[src/rtl/pad_group_arbiter.sv]
`default_nettype none
// ============================================================================
// pad_group_arbiter
// Round-robin owner of a shared pad group, with break-before-make dead time
// and optional hold-time preemption.
// Revision: 1.0
// ============================================================================
module pad_group_arbiter #(
  parameter int NumReq     = 4,
  parameter int PinWidth   = 8,
  parameter int TurnCycles = 2,
  parameter int MaxHold    = 0
) (
  input  logic                         clk_sys_i,
  input  logic                         rst_sys_ni,
  input  logic [NumReq-1:0]            req_i,
  input  logic [NumReq*PinWidth-1:0]   req_out_i,
  input  logic [NumReq*PinWidth-1:0]   req_out_en_i,
  output logic [NumReq-1:0]            gnt_o,
  output logic [$clog2(NumReq)-1:0]    owner_o,
  output logic [NumReq-1:0]            preempt_o,
  output logic                         busy_o,
  output logic [PinWidth-1:0]          pin_o,
  output logic [PinWidth-1:0]          pin_en_o
);

  localparam int IdxW  = $clog2(NumReq);
  localparam int HoldW = (MaxHold > 0) ? $clog2(MaxHold + 1) : 1;
  localparam int TurnW = $clog2(TurnCycles + 1);

  typedef enum logic [1:0] {
    ST_IDLE  = 2'd0,
    ST_GRANT = 2'd1,
    ST_TURN  = 2'd2
  } state_e;

  state_e              r_state;
  logic [NumReq-1:0]   r_gnt;
  logic [IdxW-1:0]     r_owner;
  logic [IdxW-1:0]     r_last;
  logic [NumReq-1:0]   r_preempt;
  logic [HoldW-1:0]    r_hold;
  logic [TurnW-1:0]    r_turn;

  logic [IdxW-1:0]     w_win;
  logic                w_any;
  logic [NumReq-1:0]   w_win_oh;
  logic                w_owner_req;
  logic                w_others;
  logic                w_timeout;
  logic [PinWidth-1:0] w_pin;
  logic [PinWidth-1:0] w_pin_en;

  // Rotating search starting just after the last winner.
  always_comb begin
    w_win = '0;
    w_any = 1'b0;
    for (int i = 1; i <= NumReq; i++) begin
      if (!w_any && req_i[(int'(r_last) + i) % NumReq]) begin
        w_any = 1'b1;
        w_win = IdxW'((int'(r_last) + i) % NumReq);
      end
    end
  end

  assign w_win_oh    = {{(NumReq-1){1'b0}}, 1'b1} << w_win;
  assign w_owner_req = |(req_i & r_gnt);
  assign w_others    = |(req_i & ~r_gnt);
  // Saturated counter keeps the timeout armed until a competitor shows up.
  assign w_timeout   = (MaxHold != 0) && (int'(r_hold) >= MaxHold - 1);

  always_ff @(posedge clk_sys_i or negedge rst_sys_ni) begin
    if (!rst_sys_ni) begin
      r_state   <= ST_IDLE;
      r_gnt     <= '0;
      r_owner   <= '0;
      r_last    <= IdxW'(NumReq - 1);
      r_preempt <= '0;
      r_hold    <= '0;
      r_turn    <= '0;
    end else begin
      r_preempt <= '0;
      case (r_state)
        ST_IDLE: begin
          if (w_any) begin
            r_state <= ST_GRANT;
            r_gnt   <= w_win_oh;
            r_owner <= w_win;
            r_last  <= w_win;
            r_hold  <= '0;
          end
        end
        ST_GRANT: begin
          if (!w_owner_req) begin
            r_state <= ST_TURN;
            r_gnt   <= '0;
            r_turn  <= TurnW'(TurnCycles);
          end else if (w_timeout && w_others) begin
            r_state   <= ST_TURN;
            r_gnt     <= '0;
            r_turn    <= TurnW'(TurnCycles);
            r_preempt <= r_gnt;
          end else if (int'(r_hold) < MaxHold) begin
            r_hold <= r_hold + 1'b1;
          end
        end
        ST_TURN: begin
          if (r_turn <= TurnW'(1)) begin
            r_turn <= '0;
            if (w_any) begin
              r_state <= ST_GRANT;
              r_gnt   <= w_win_oh;
              r_owner <= w_win;
              r_last  <= w_win;
              r_hold  <= '0;
            end else begin
              r_state <= ST_IDLE;
            end
          end else begin
            r_turn <= r_turn - 1'b1;
          end
        end
        default: begin
          r_state <= ST_IDLE;
          r_gnt   <= '0;
        end
      endcase
    end
  end

  // Grant is one-hot or zero, so OR-ing masked slices selects only the owner.
  always_comb begin
    w_pin    = '0;
    w_pin_en = '0;
    for (int k = 0; k < NumReq; k++) begin
      if (r_gnt[k]) begin
        w_pin    = w_pin    | req_out_i[k*PinWidth +: PinWidth];
        w_pin_en = w_pin_en | req_out_en_i[k*PinWidth +: PinWidth];
      end
    end
  end

  assign gnt_o     = r_gnt;
  assign owner_o   = r_owner;
  assign preempt_o = r_preempt;
  assign busy_o    = (r_state != ST_IDLE);
  assign pin_o     = w_pin;
  assign pin_en_o  = w_pin_en;

endmodule
`default_nettype wire

[config.mk]
export PLATFORM = sky130hd
export DESIGN_NAME = pad_group_arbiter
export DESIGN_NICKNAME = d
export VERILOG_FILES = /design/src/rtl/pad_group_arbiter.sv
export SDC_FILE = /design/constraint.sdc
export NUM_CORES = 1
export LEC_CHECK = 0
export BUFFER_PORTS_ARGS = -buffer_cell sky130_fd_sc_hd__clkbuf_2
export CORE_UTILIZATION = 36
export CTS_CLUSTER_DIAMETER = 60
export DETAILED_ROUTE_END_ITERATION = 8
export PLACE_DENSITY_LB_ADDON = 0.25
export SKIP_LAST_GASP = 1
export SLEW_MARGIN = 20
export SYNTH_ARGS = -nofsm -noshare
export SYNTH_HDL_FRONTEND = slang
export SYNTH_SLANG_ARGS = --single-unit
[constraint.sdc]
create_clock -name clk_sys_i -period 1.7 [get_ports clk_sys_i]
set_clock_uncertainty 0.15 [all_clocks]
set_input_delay 0.34 -clock clk_sys_i [delete_from_list [all_inputs] [get_ports clk_sys_i]]
set_output_delay 0.34 -clock clk_sys_i [all_outputs]
set_load 0.005 [all_outputs]
======== After elaboration in Yosys (flattened, before gate mapping) ========
Index checks and enable logic that the tools add are counted.
storage, ports and cells
  register bits after elaboration ......... 12
  logic and storage cells ................. 96
  input bits .............................. 70
cells by class
  shifts and indexed selects .............. 1
  $lt $le $gt $ge ......................... 5
  equal/unequal tests ..................... 5
  bitwise gates (word level) .............. 11
  reductions and logical operators ........ 19
  add/subtract/negate cells ............... 5
  multiplexer cells ....................... 45
operators by type and width
  cell                   number
  $mux W8                8
  $or A8 B8 Y8           6
  $mux W2                12
  $lt A3 B4 Y1 const B   4
  $mux W1                13
  $mux W4                3
  $pmux W2 S2            3
  $pmux W4 S3            1
  $bmux W1 S2            4
  $reduce_or A2 Y1       4
  $ne A2 B2 Y1 const B   3
  $pmux W2 S3            1
  $reduce_and A2 Y1      3
  $reduce_bool A2 Y1     3
  $add A2 B1 Y2 const B  2
  $add A2 B2 Y2 const B  2
  $and A1 B1 Y1 const A  4
  $and A4 B4 Y4          1
  $reduce_or A4 Y1       1
  $shl A1 B2 Y4 const A  1
  $logic_and A1 B1 Y1    3
  $logic_not A1 Y1       3
  $reduce_and A3 Y1      1
  $eq A2 B1 Y1 const B   1
  4 further kinds        4

======== Logic depth before layout (Yosys ltp) ========
  depth in word-level cells ............... 20
  gate-level depth with buffers ........... 5

======== Least setup slack after synthesis ========
Ideal clock, no wire load.
  path kind ............................... reg-to-output
  start point ............................. register r_gnt[2] (netlist: gnt_o[2])
  end point ............................... output pin_en_o[4]
  path slack .............................. 117 ps
  stages on the path, launching flop included .. 5
  data arrival time ....................... 1,093 ps
  path buffers ............................ 2
  cell sequence ........................... dfrtp_1 clkbuf_1 clkbuf_1 a22oi_1 nand2_1
between the ends
  longest elaborated chain between the ends .. 3
ends and longest elaborated chain
  what                    RTL line  source
  start, declared         38        logic [NumReq-1:0] r_gnt;
  start signal, assigned  87        r_gnt <= w_win_oh;
  start signal, assigned  112       r_gnt <= w_win_oh;
  $mux W8 *               136       if (r_gnt[k]) begin
  $or A8 B8 Y8            138       w_pin_en = w_pin_en | req_out_en_i[k*PinWidth +: PinWidth];
  $mux W8 *               136
  end, declared           24        output logic [PinWidth-1:0] pin_en_o
Mark *: on every way between the ends. The rest lies on a longest branch, timed or not.

======== Final worst setup path ========
  start point ............................. register r_gnt[0] (netlist: gnt_o[0])
  end point ............................... output pin_en_o[3]
between the ends
  longest elaborated chain between the ends .. 7
ends and longest elaborated chain
  what          RTL line
  $mux W8 *     136
  $or A8 B8 Y8  138
  $mux W8 *     136
  $or A8 B8 Y8  138
  $mux W8 *     136
  $or A8 B8 Y8  138
  $mux W8 *     136
Marks and branches as above.

==> run metrics <==
H-tree levels=1; Synth async-reset ratio=1.00; FF+latch count, synth=12; IO Port Bufs=92; cts bufs inserted=3; num ports=97; DRT Wirelength=3.85 mm; gpl congestion=0.813; synth warn=0; vias in the first global route=1034; Worst Setup Start Kind=flip-flop; failing checks=setup timing; Switching Share=0.442; first-pass GRT wire length=4.35 mm; worst-skew pair later-pin latency=0.28 ns; Syn Area/Cell=8.25 µm²; dpl cells=237; drt pass-1 iters=4; unrepaired setup endpoints after global routing=true; Post-synth EDFFs=0; post-route ant nets=0; Max-Cap Viols=0; Clk pwr share=0.076; Critical-path top delay cell=dfrtp_1; clk root buf=clkbuf_4; largest net degree at the start of global routing=19; Leak=0.891 nW; Die Width=54.2 µm; setup violators final=13; critical path type=reg2out; crit path launch=gnt_o[0]$_DFFE_PN0P_; status=finished, violations left; crit share post-route=1.04; initial core utilization=0.389; Diodes inserted=0; CP Capture Type=output pin; Slew Viols, Final=0; P_sw=0.00133 W; Worst EP required=1.21 ns; hpwl dp=2.56 mm; setup TNS=-0.303 ns; mapped cell area=982 µm²; drt initial violations=22; Die Span Y=54.2 µm; Clock Tree Buf Depth=2; via count=1363; non-filler cells, final=249; row cnt=18; sequential power share=0.208; Reg-to-Reg Start=gnt_o[3]$_DFFE_PN0P_; Internal=0.00168 W; Distinct cells, synth=30; CTS Sinks=12; CP Max Fanout=17; Comb pwr share=0.716; vias per std cell=5.47; Tot GR Track Use=0.203; Slowest Stage Delay on Critical Path=0.41 ns; WHS=0.312 ns; CP Cell Sequence=buf_8, a22oi_1, nand2_1, clkbuf_2; total grt overflow=0; layout cells sized above 1=0.658; cells after synthesis=119; Hold Crit Class=in2async; CP arrival=1.28 ns; DRC viols=0; CTS tree=built; final hold vios=0; VDD IR max=1.26 mV; synthesis-to-finish area growth=76.6%; final critical-path required period=1.77 ns; Post-Route Utilization=0.688; average wire per standard cell=15.4 µm; initial antenna violation count=0; Worst-path clk slew=0.08 ns; Die ar.=2940 µm²; Post-synth top flop=dfrtp_1; core area=2520 µm²; Final WS setup=-0.0737 ns; register area share after synthesis=0.308; Fmax=564 MHz; Nets=290; pwr/cell area=1740 nW/µm²
## final cells by class
cell class,count,area [µm²]
Clock buffer,4,36.3
Fill cell,211,788
Inverter,3,11.3
Multi-Input combinational cell,95,749
Sequential cell,12,305
Tap cell,30,37.5
Timing Repair Buffer,105,594
## worst paths after layout
kind | to | depth (start not counted) | slack [ns]
min reg2reg | r_turn[0]$_DFFE_PN0P_ | 1 | 0.35
max reg2reg | gnt_o[0]$_DFFE_PN0P_ | 5 | 0.13
max | pin_en_o[3] | 4 | -0.07
min | owner_o[0]$_DFFE_PN0P_ | 2 | 0.31
max in group asynchronous | r_last[0]$_DFFE_PN1P_ | 2 | 0.80
min in group clk_sys_i | r_turn[0]$_DFFE_PN0P_ | 1 | 0.35
## critical path: cells and delay by family (launching register included)
kind | cells | cell delay (ns)
buffers and inverters | 2 | 0.29
AOI/OAI and AO/OA | 1 | 0.22
and+or+nand+nor | 1 | 0.09
DFF | 1 | 0.41
## metal layers
metal	routed length, µm	up-vias	GRT usage
li1	-	644	-
met4	91	0	0.0385
met2	2050	73	0.368
met1	1480	636	0.243
met3	220	10	0.0444
met5	0	-	0
## layout by cell type, fill, tap and decap left out, types with 2 or more instances in the layout
cell type	synthesis	layout
a22o_1	2	2
a22oi_1	34	8
nor2_1	4	4
buf_6	0	7
clkbuf_2	0	91
dfrtp_2	0	2
a22oi_2	0	26
nand3_1	2	2
inv_1	3	3
conb_1	1	4
buf_4	4	4
nor2b_1	2	2
dfstp_2	2	2
a21oi_1	4	4
clkbuf_4	0	3
dfrtp_1	10	8
nand2_1	19	19
nand2b_1	5	5
o2bb2ai_1	2	2
o21ai_0	4	4
## metrics by stage
stage	total power, W	setup slack, ns	instance area, µm²
after floorplan	0.00158	0.117	993
after global placement	0.00227	0.154	1470
after detailed placement	0.00231	0.128	1470
after CTS	0.00270	-0.0160	1590
after global routing	0.00330	-0.175	1730
final	0.00301	-0.0737	1730
## power by group through the flow
stage	clock network (W)	logic [W]	registers [W]
final	0.000229	0.00216	0.000627
after global routing	0.000248	0.00241	0.000649
after CTS	0.000228	0.00187	0.000603
after detailed placement	0	0.00170	0.000609
after global placement	0	0.00166	0.000607
after floorplan	0	0.00101	0.000570
## Yosys cell counts (2+ instances only)
| cell type | instances | area [µm²] |
|---|---|---|
| dfrtp_1 | 10 | 250 |
| o21ai_0 | 4 | 20.0 |
| o2bb2ai_1 | 2 | 17.5 |
| nand2_1 | 19 | 71.3 |
| clkbuf_1 | 6 | 22.5 |
| nand2b_1 | 5 | 31.3 |
| inv_1 | 3 | 11.3 |
| a21oi_1 | 4 | 20.0 |
| buf_4 | 4 | 30.0 |
| a22oi_1 | 34 | 255 |
| nor2b_1 | 2 | 12.5 |
| buf_1 | 2 | 7.51 |
| nand3_1 | 2 | 10.0 |
| dfstp_2 | 2 | 52.6 |
| nor2_1 | 4 | 15.0 |
| a22o_1 | 2 | 17.5 |
## state kept, by name (all words and copies together), names as in the netlist
signal   flops
owner_o      2
r_last       2
r_state      2
r_turn       2
gnt_o        4
## cells by family (layout without fill, tap and decap cells)
kind of cell / Yosys count / count (layout) / share of synthesized area
simple gates: 38 / 38 / 0.197
compound gates: 53 / 53 / 0.418
buf+inv: 15 / 112 / 0.0726
other cells: 1 / 4 / 0.00382
flops: 12 / 12 / 0.308
## repair_timing
action,in CTS,in global routing
gates resized for setup,9,33
hold buffers,1,0
cloned,1,2
setup endpoints to repair,16,16
hold endpoints to repair,10,0
pin swaps,0,6
setup buffers,4,0
(Power assumes the default switching activity.)
